==> config.mk <==
export PLATFORM = sky130hd
export DESIGN_NAME = vga_blank_mem_arbiter
export DESIGN_NICKNAME = d
export VERILOG_FILES = /design/src/rtl/vga_blank_mem_arbiter.sv
export SDC_FILE = /design/constraint.sdc
export NUM_CORES = 1
export LEC_CHECK = 0
export BUFFER_PORTS_ARGS = -buffer_cell sky130_fd_sc_hd__buf_4
export CAP_MARGIN = 15
export CORE_MARGIN = 1
export CORE_UTILIZATION = 37
export DETAILED_ROUTE_END_ITERATION = 6
export HOLD_SLACK_MARGIN = 0.02
export PLACE_DENSITY = 0.86
export SKIP_CTS_REPAIR_TIMING = 1
export SLEW_MARGIN = 10
export SYNTH_ARGS = -nofsm -noshare
export SYNTH_HDL_FRONTEND = slang
export SYNTH_SLANG_ARGS = --single-unit
==> constraint.sdc <==
create_clock -name clk -period 2.3 [get_ports clk]
set_input_delay 0.23 -clock clk [delete_from_list [all_inputs] [get_ports clk]]
set_output_delay 0.23 -clock clk [all_outputs]
set_load 0.03 [all_outputs]
==> src/rtl/vga_blank_mem_arbiter.sv <==
// rtl/vga_blank_mem_arbiter.sv - frame memory arbiter: VGA owns active video, two clients share blanking.
// Optional ARB_STATS_EN adds saturating transfer/stall counters.
module vga_blank_mem_arbiter #(
  parameter int ADDR_W = 19,
  parameter int DATA_W = 8,
  parameter int GUARD  = 2
) (
  input  logic              clk,
  input  logic              reset,
  input  logic              iVGA_BLANK_N,
  input  logic [ADDR_W-1:0] vga_addr,
  input  logic [1:0]        req,
  input  logic [1:0]        we,
  input  logic [ADDR_W-1:0] addr0,
  input  logic [ADDR_W-1:0] addr1,
  input  logic [DATA_W-1:0] wdata0,
  input  logic [DATA_W-1:0] wdata1,
  output logic [1:0]        ready,
  output logic [1:0]        grant,
  output logic [1:0]        rvalid,
  output logic [DATA_W-1:0] rdata,
  output logic [ADDR_W-1:0] mem_addr,
  output logic [DATA_W-1:0] mem_wdata,
  output logic              mem_we,
  input  logic [DATA_W-1:0] mem_rdata
`ifdef ARB_STATS_EN
  ,
  output logic [15:0]       xfer_cnt0,
  output logic [15:0]       xfer_cnt1,
  output logic [15:0]       stall_cnt
`endif
);

  localparam int CNT_W = (GUARD > 1) ? $clog2(GUARD) : 1;

  typedef enum logic [1:0] {ST_ACTIVE, ST_SETTLE, ST_ARB, ST_OWN} state_t;

  state_t             state_q, state_d;
  logic [1:0]         grant_q, grant_d;
  logic               last_owner_q, last_owner_d;
  logic               held_vld_q, held_vld_d;
  logic               held_q, held_d;
  logic [CNT_W-1:0]   guard_cnt_q, guard_cnt_d;
  logic [1:0]         rvalid_q, rvalid_d;
  logic               own_sel;
  logic               arb_win;
  logic [1:0]         accept;

  assign own_sel = grant_q[1];
  assign arb_win = req[~last_owner_q] ? ~last_owner_q : last_owner_q;

  // Blank rising blocks access combinationally; reset suppresses any write in its own cycle.
  assign ready  = (state_q == ST_OWN && !iVGA_BLANK_N && !reset) ? (req & grant_q) : 2'b00;
  assign accept = req & ready;
  assign grant  = grant_q;
  assign rvalid = rvalid_q;
  assign rdata  = mem_rdata;

  always_comb begin
    mem_addr  = vga_addr;
    mem_wdata = '0;
    mem_we    = 1'b0;
    if (state_q == ST_OWN) begin
      mem_addr  = own_sel ? addr1 : addr0;
      mem_wdata = own_sel ? wdata1 : wdata0;
      mem_we    = |(accept & we);
    end
  end

  always_comb begin
    state_d      = state_q;
    grant_d      = grant_q;
    last_owner_d = last_owner_q;
    held_vld_d   = held_vld_q;
    held_d       = held_q;
    guard_cnt_d  = guard_cnt_q;
    rvalid_d     = accept & ~we;
    case (state_q)
      ST_ACTIVE: begin
        guard_cnt_d = '0;
        if (!iVGA_BLANK_N) state_d = ST_SETTLE;
      end
      ST_SETTLE: begin
        if (iVGA_BLANK_N) begin
          state_d     = ST_ACTIVE;
          guard_cnt_d = '0;
        end else if (guard_cnt_q == CNT_W'(GUARD - 1)) begin
          guard_cnt_d = '0;
          held_vld_d  = 1'b0;
          // An interrupted owner that still requests resumes without re-arbitration.
          if (held_vld_q && req[held_q]) begin
            state_d = ST_OWN;
            grant_d = {held_q, ~held_q};
          end else begin
            state_d = ST_ARB;
            grant_d = 2'b00;
            if (held_vld_q) last_owner_d = held_q;
          end
        end else begin
          guard_cnt_d = guard_cnt_q + CNT_W'(1);
        end
      end
      ST_ARB: begin
        if (iVGA_BLANK_N) begin
          state_d = ST_ACTIVE;
        end else if (|req) begin
          state_d = ST_OWN;
          grant_d = {arb_win, ~arb_win};
        end
      end
      ST_OWN: begin
        if (!req[own_sel]) begin
          last_owner_d = own_sel;
          grant_d      = 2'b00;
          state_d      = iVGA_BLANK_N ? ST_ACTIVE : ST_ARB;
        end else if (iVGA_BLANK_N) begin
          state_d    = ST_ACTIVE;
          held_vld_d = 1'b1;
          held_d     = own_sel;
        end
      end
      default: state_d = ST_ACTIVE;
    endcase
  end

  always_ff @(posedge clk) begin
    if (reset) begin
      state_q      <= ST_ACTIVE;
      grant_q      <= 2'b00;
      last_owner_q <= 1'b1;
      held_vld_q   <= 1'b0;
      held_q       <= 1'b0;
      guard_cnt_q  <= '0;
      rvalid_q     <= 2'b00;
    end else begin
      state_q      <= state_d;
      grant_q      <= grant_d;
      last_owner_q <= last_owner_d;
      held_vld_q   <= held_vld_d;
      held_q       <= held_d;
      guard_cnt_q  <= guard_cnt_d;
      rvalid_q     <= rvalid_d;
    end
  end

`ifdef ARB_STATS_EN
  logic [15:0] xfer_cnt0_q, xfer_cnt0_d;
  logic [15:0] xfer_cnt1_q, xfer_cnt1_d;
  logic [15:0] stall_cnt_q, stall_cnt_d;

  always_comb begin
    xfer_cnt0_d = xfer_cnt0_q;
    xfer_cnt1_d = xfer_cnt1_q;
    stall_cnt_d = stall_cnt_q;
    if (accept[0] && xfer_cnt0_q != 16'hFFFF) xfer_cnt0_d = xfer_cnt0_q + 16'd1;
    if (accept[1] && xfer_cnt1_q != 16'hFFFF) xfer_cnt1_d = xfer_cnt1_q + 16'd1;
    if (|(req & ~ready) && stall_cnt_q != 16'hFFFF) stall_cnt_d = stall_cnt_q + 16'd1;
  end

  always_ff @(posedge clk) begin
    if (reset) begin
      xfer_cnt0_q <= '0;
      xfer_cnt1_q <= '0;
      stall_cnt_q <= '0;
    end else begin
      xfer_cnt0_q <= xfer_cnt0_d;
      xfer_cnt1_q <= xfer_cnt1_d;
      stall_cnt_q <= stall_cnt_d;
    end
  end

  assign xfer_cnt0 = xfer_cnt0_q;
  assign xfer_cnt1 = xfer_cnt1_q;
  assign stall_cnt = stall_cnt_q;
`endif

endmodule

---- After elaboration in Yosys (flattened, before gate mapping) ----
Index checks and enable logic that the tools add are counted.
cells by class
  equal/unequal tests ..................... 16
  $lt $le $gt $ge ......................... 3
  multiply operators ...................... 0
  shift operators ......................... 0
  mux-type cells .......................... 44
  bitwise gates (word level) .............. 8
  div/mod/pow operators ................... 0
  reductions and logical operators ........ 16
  $add $sub $neg .......................... 1
operators with widths
  cell                  count
  $mux W19              2
  $mux W2               15
  $mux W1               20
  $ne A2 B2 Y1 const B  9
  $mux W8               2
  $reduce_and A6 Y1     2
  $ne A3 B3 Y1 const B  3
  $and A2 B2 Y2         4
  $pmux W2 S4           1
  $lt A1 B2 Y1 const B  3
  $pmux W1 S2           3
  $pmux W2 S3           1
  $reduce_and A5 Y1     1
  $eq A2 B2 Y1 const B  2
  $reduce_and A4 Y1     1
  $reduce_bool A2 Y1    2
  $reduce_or A2 Y1      2
  $logic_and A1 B1 Y1   3
  $not A1 Y1            3
  $reduce_and A3 Y1     1
  $reduce_bool A3 Y1    1
  $eq A2 B1 Y1 const B  1
  $logic_not A1 Y1      2
  $logic_not A2 Y1      1
  other kinds (3)       3
storage, ports and cells
  ROM bits ................................ 0
  latch bits .............................. 0
  output and inout bits ................... 42
  flip-flop bits (word level) ............. 10
  word-level logic and storage cells ...... 95
  bits in writable memories ............... 0
  memories ................................ 0
  input port bits ......................... 88

---- Depth between registers and ports, before layout ----
  depth after elaboration ................. 8
  depth in mapped cells ................... 5
  mapped depth without buffers ............ 4

---- Least setup slack after synthesis ----
OpenSTA, ideal clock, no wires.
  kind .................................... register to output
  start ................................... reg grant_q[1] (netlist: grant[1])
  end ..................................... out mem_we
  slack ................................... 0.337 ns
  stages on the path, launching flop included .. 5
  buffers on the path ..................... 1
  arrival time ............................ 1.733 ns
  required time ........................... 2.070 ns
  path through ............................ dfxtp_1 -> buf_6 -> nand2_1 -> nor4_2 -> a22o_1
on the way
  longest elaborated chain between the ends .. 6
RTL lines
  element                 line  RTL
  start, declared         39    logic [1:0] grant_q, grant_d;
  start signal, assigned  137   grant_q <= grant_d;
  $and A2 B2 Y2           53    assign ready = (state_q == ST_OWN && !iVGA_BLANK_N && !reset) ? (req & grant_q) : 2'b00;
  $mux W2                 53
  net ready[1]            18    output logic [1:0] ready,
  $and A2 B2 Y2           54    assign accept = req & ready;
  $and A2 B2 Y2           66    mem_we = |(accept & we);
  $reduce_or A2 Y1        66
  $mux W1                 63    if (state_q == ST_OWN) begin
  end, declared           24    output logic mem_we,
The timed path passes the listed nets, and every way through them passes these cells.

---- Worst setup path after layout ----
  start ................................... reg state_q[1]
  end ..................................... out mem_we
on the way
  longest elaborated chain between the ends .. 8
RTL lines
  element                           line    RTL
  start, declared                   38      state_t state_q, state_d;
  start signal, assigned            136     state_q <= state_d;
  $eq A2 B2 Y1 *                    53, 63
  $logic_and A1 B1 Y1 (2 in a row)  53
  $mux W2                           53
  $and A2 B2 Y2                     54
  $and A2 B2 Y2                     66
  $reduce_or A2 Y1                  66
  $mux W1 *                         63
Mark *: on every way between the ends. The rest lies on a longest branch, timed or not.

==> impl_metrics.py <==
metrics = {
    "outcome": {
        "status": "finished, final reports clean",
    },
    "setup_path": {
        "cp_data_required_time_ps": 2070,
        "crit_type": "register to output port",
        "crit_family": "flip-flops",
        "cp_slowest_cell": "dfxtp_1",
        "worstPathArrival_ps": 1690,
        "path_max_fanout": 16,
        "end_kind": "output port",
        "slowest_delay_ps": 610,
        "crit_buf_inv": 1,
        "crit_path_cell_trace": "nand2_2 -> nor4_2 -> a22o_1 -> buf_4",
        "startpoint_type": "register",
    },
    "cts": {
        "clk_pin_slew_ps": 60,
        "cts-root-buf": "clkbuf_4",
        "max-clock-path-buffers": 2,
        "numCtsBuffers": 3,
        "cts_sinks": 10,
        "cts_max_level": 1,
        "tritoncts": "done",
        "insertion_delay_ps": 260,
    },
    "power_and_ir_drop": {
        "leakagePower_nw": 0.9309,
        "ir_drop_mv": 0.2485,
        "p_per_area_mw_per_mm2": 259.6,
    },
    "timing": {
        "fmax_mhz": 522.1,
        "final.setup.tns_ps": 0,
        "worst_pin_slew_ps": 471.8,
        "report.final.hold_viol_count": 0,
        "layout_setup_ws_ps": 384.7,
        "finalClockSkew_ps": 3.933,
        "post-route-period-util_pct": 83.28,
        "setup_viol": 0,
        "slew_violations": 0,
        "finalCriticalPeriod_ps": 1915,
        "maxSlewHeadroom_pct": 68.50,
        "rsz0062_at_grt": "false",
    },
    "global_route": {
        "grt_first_pass_wirelength_mm": 5.589,
        "grt_max_degree": 29,
        "top_usage_layer": "met2",
        "grt_usage_pct": 20.64,
        "met1_usage_pct": 20.73,
        "grt_util_met3_pct": 7.912,
        "antenna_found_initial": 0,
        "grt_pass1_vias": 1365,
        "overflow": 0,
        "grt_util_met2_pct": 39.12,
    },
    "placed_design": {
        "place.gp.congestion": 0.8888,
        "hpwl_mm": 3.000,
        "numPortBuffers": 113,
        "post-place-ws_ps": 686.6,
    },
    "min_path": {
        "hold_class": "primary input to register",
    },
    "die": {
        "core_mm2": 0.003053,
        "floorplan.die.height_um": 58.77,
        "row_count": 20,
        "fp.dieW_um": 58.77,
        "die-area_mm2": 0.003454,
        "ioPinCount": 130,
        "start_util_pct": 39.06,
    },
    "final_layout": {
        "n_fill_cell": 289,
        "fin_nets": 350,
        "antenna_cells": 0,
        "drive_above_1_share_pct": 48.46,
        "area_delta_synth_final_pct": 68.84,
        "regArea_um2": 201.4,
        "multiInputGateArea_um2": 850.8,
    },
    "detailed_routing": {
        "viasPerCell": 5.010,
        "drt_iter0_markers": 68,
        "antenna_left": 0,
        "via_count": 1523,
        "drc_errors": 0,
        "post_drt_wl_per_cell_um": 12.38,
        "drt-pass1-iter-count": 4,
        "wirelength_mm": 3.762,
    },
    "logic_synthesis": {
        "yosysTopAreaCellShare_pct": 23.50,
        "synth_cell_types": 34,
        "synth.area.top_cells": "mux2i_1, dfxtp_1, o21ai_0",
        "syn_avg_cell_area_um2": 7.360,
        "syn_nets": 250,
        "synth_cells": 162,
        "ys_ff_latch": 10,
        "ys_warn_count": 0,
        "yosysSeqAreaShare_pct": 16.79,
        "netlist_area_mm2": 0.001192,
        "yosysTopAreaCell": "mux2i_1",
    },
    "flow_run": {
        "maxCapViolCount": 0,
    },
}
logic make-up after synthesis:
kind of cell / synth area share, %
and+or+nand+nor: 26.23
AOI/OAI and AO/OA: 20.36
muxes: 24.76
buffers and inverters: 11.86
DFF: 16.79
where the power goes:
group	total, W	internal (W)	leakage (nW)	switching, W
sequential	0.000180	0.000175	0.0814	0.00000509
clock	0.000119	0.0000604	0.0138	0.0000589
combinational	0.000223	0.000130	0.836	0.0000927
total	0.000523	0.000366	0.931	0.000157
sequential cells by signal, summed over array words and instances, names as in the netlist:
register      flops
guard_cnt_q       1
held_q            1
last_owner_q      1
held_vld_q        1
state_q           2
rvalid            2
grant             2
area by class of cell:
type | count | share of cell area, %
Tap cell | 44 | 2.735
Multi-Input combinational cell | 131 | 42.26
Timing Repair Buffer | 116 | 43.88
Clock buffer | 3 | 1.119
Sequential cell | 10 | 10.01
layout by cell type (no fill, tap or decap), drive strengths merged, types with 2 or more instances in the layout:
cell type / instances
buf: 116
mux2i: 28
nand2: 26
o21ai: 22
nor2: 12
dfxtp: 10
a21oi: 5
nor2b: 5
nand2b: 4
nor3: 4
clkbuf: 3
nor4: 2
o211ai: 2
a211oi: 2
a311oi: 2
nand3: 2
and2: 2
cells in the mapped netlist:
master	n
a211oi_1	2
a21oi_1	5
a22o_1	1
a311oi_1	2
a31oi_1	1
a41o_1	1
a41oi_1	1
and2_1	1
and2_4	1
and3_1	1
buf_2	5
buf_4	11
buf_6	2
clkbuf_1	3
dfxtp_1	10
mux2_4	1
mux2i_1	28
nand2_1	24
nand2_2	2
nand2b_1	4
nand3_1	2
nand3b_1	1
nand4b_1	1
nor2_1	12
nor2b_1	5
nor3_1	4
nor3b_1	1
nor4_2	2
nor4b_1	1
o211a_1	1
o211ai_1	2
o21ai_0	22
o21bai_1	1
o32ai_1	1
per-stage QoR:
stage	instances	hold slack (ps)	power [W]	util, %	instance area, um^2
floorplan	162	301.6	0.0002964	-	1192
global placement	301	402.2	0.0004028	65.20	1991
detailed placement	301	402.6	0.0004076	65.20	1991
CTS	304	118.0	0.0005280	65.94	2013
global route	304	114.0	0.0005584	65.94	2013
finish	304	124.8	0.0005227	65.94	2013
metal layers:
metal / wire length [um] / up-vias / part of all wire, %
met5: 0 / - / 0
met4: 38 / 0 / 1.0
met3: 387 / 6 / 10
met2: 1980 / 72 / 53
met1: 1355 / 677 / 36
li1: - / 768 / -
path summary, 6_finish.rpt:
| path | endpoint | start | slack [ps] | cells past startpoint |
|---|---|---|---|---|
| max reg2reg | grant[1] | state_q[1] | 690 | 5 |
| min reg2reg | held_vld_q | held_vld_q | 550 | 2 |
| min | rvalid[1] | we[1] | 120 | 2 |
| max | mem_we | state_q[1] | 380 | 4 |
No activity file was read; power rests on OpenSTA's default activity.
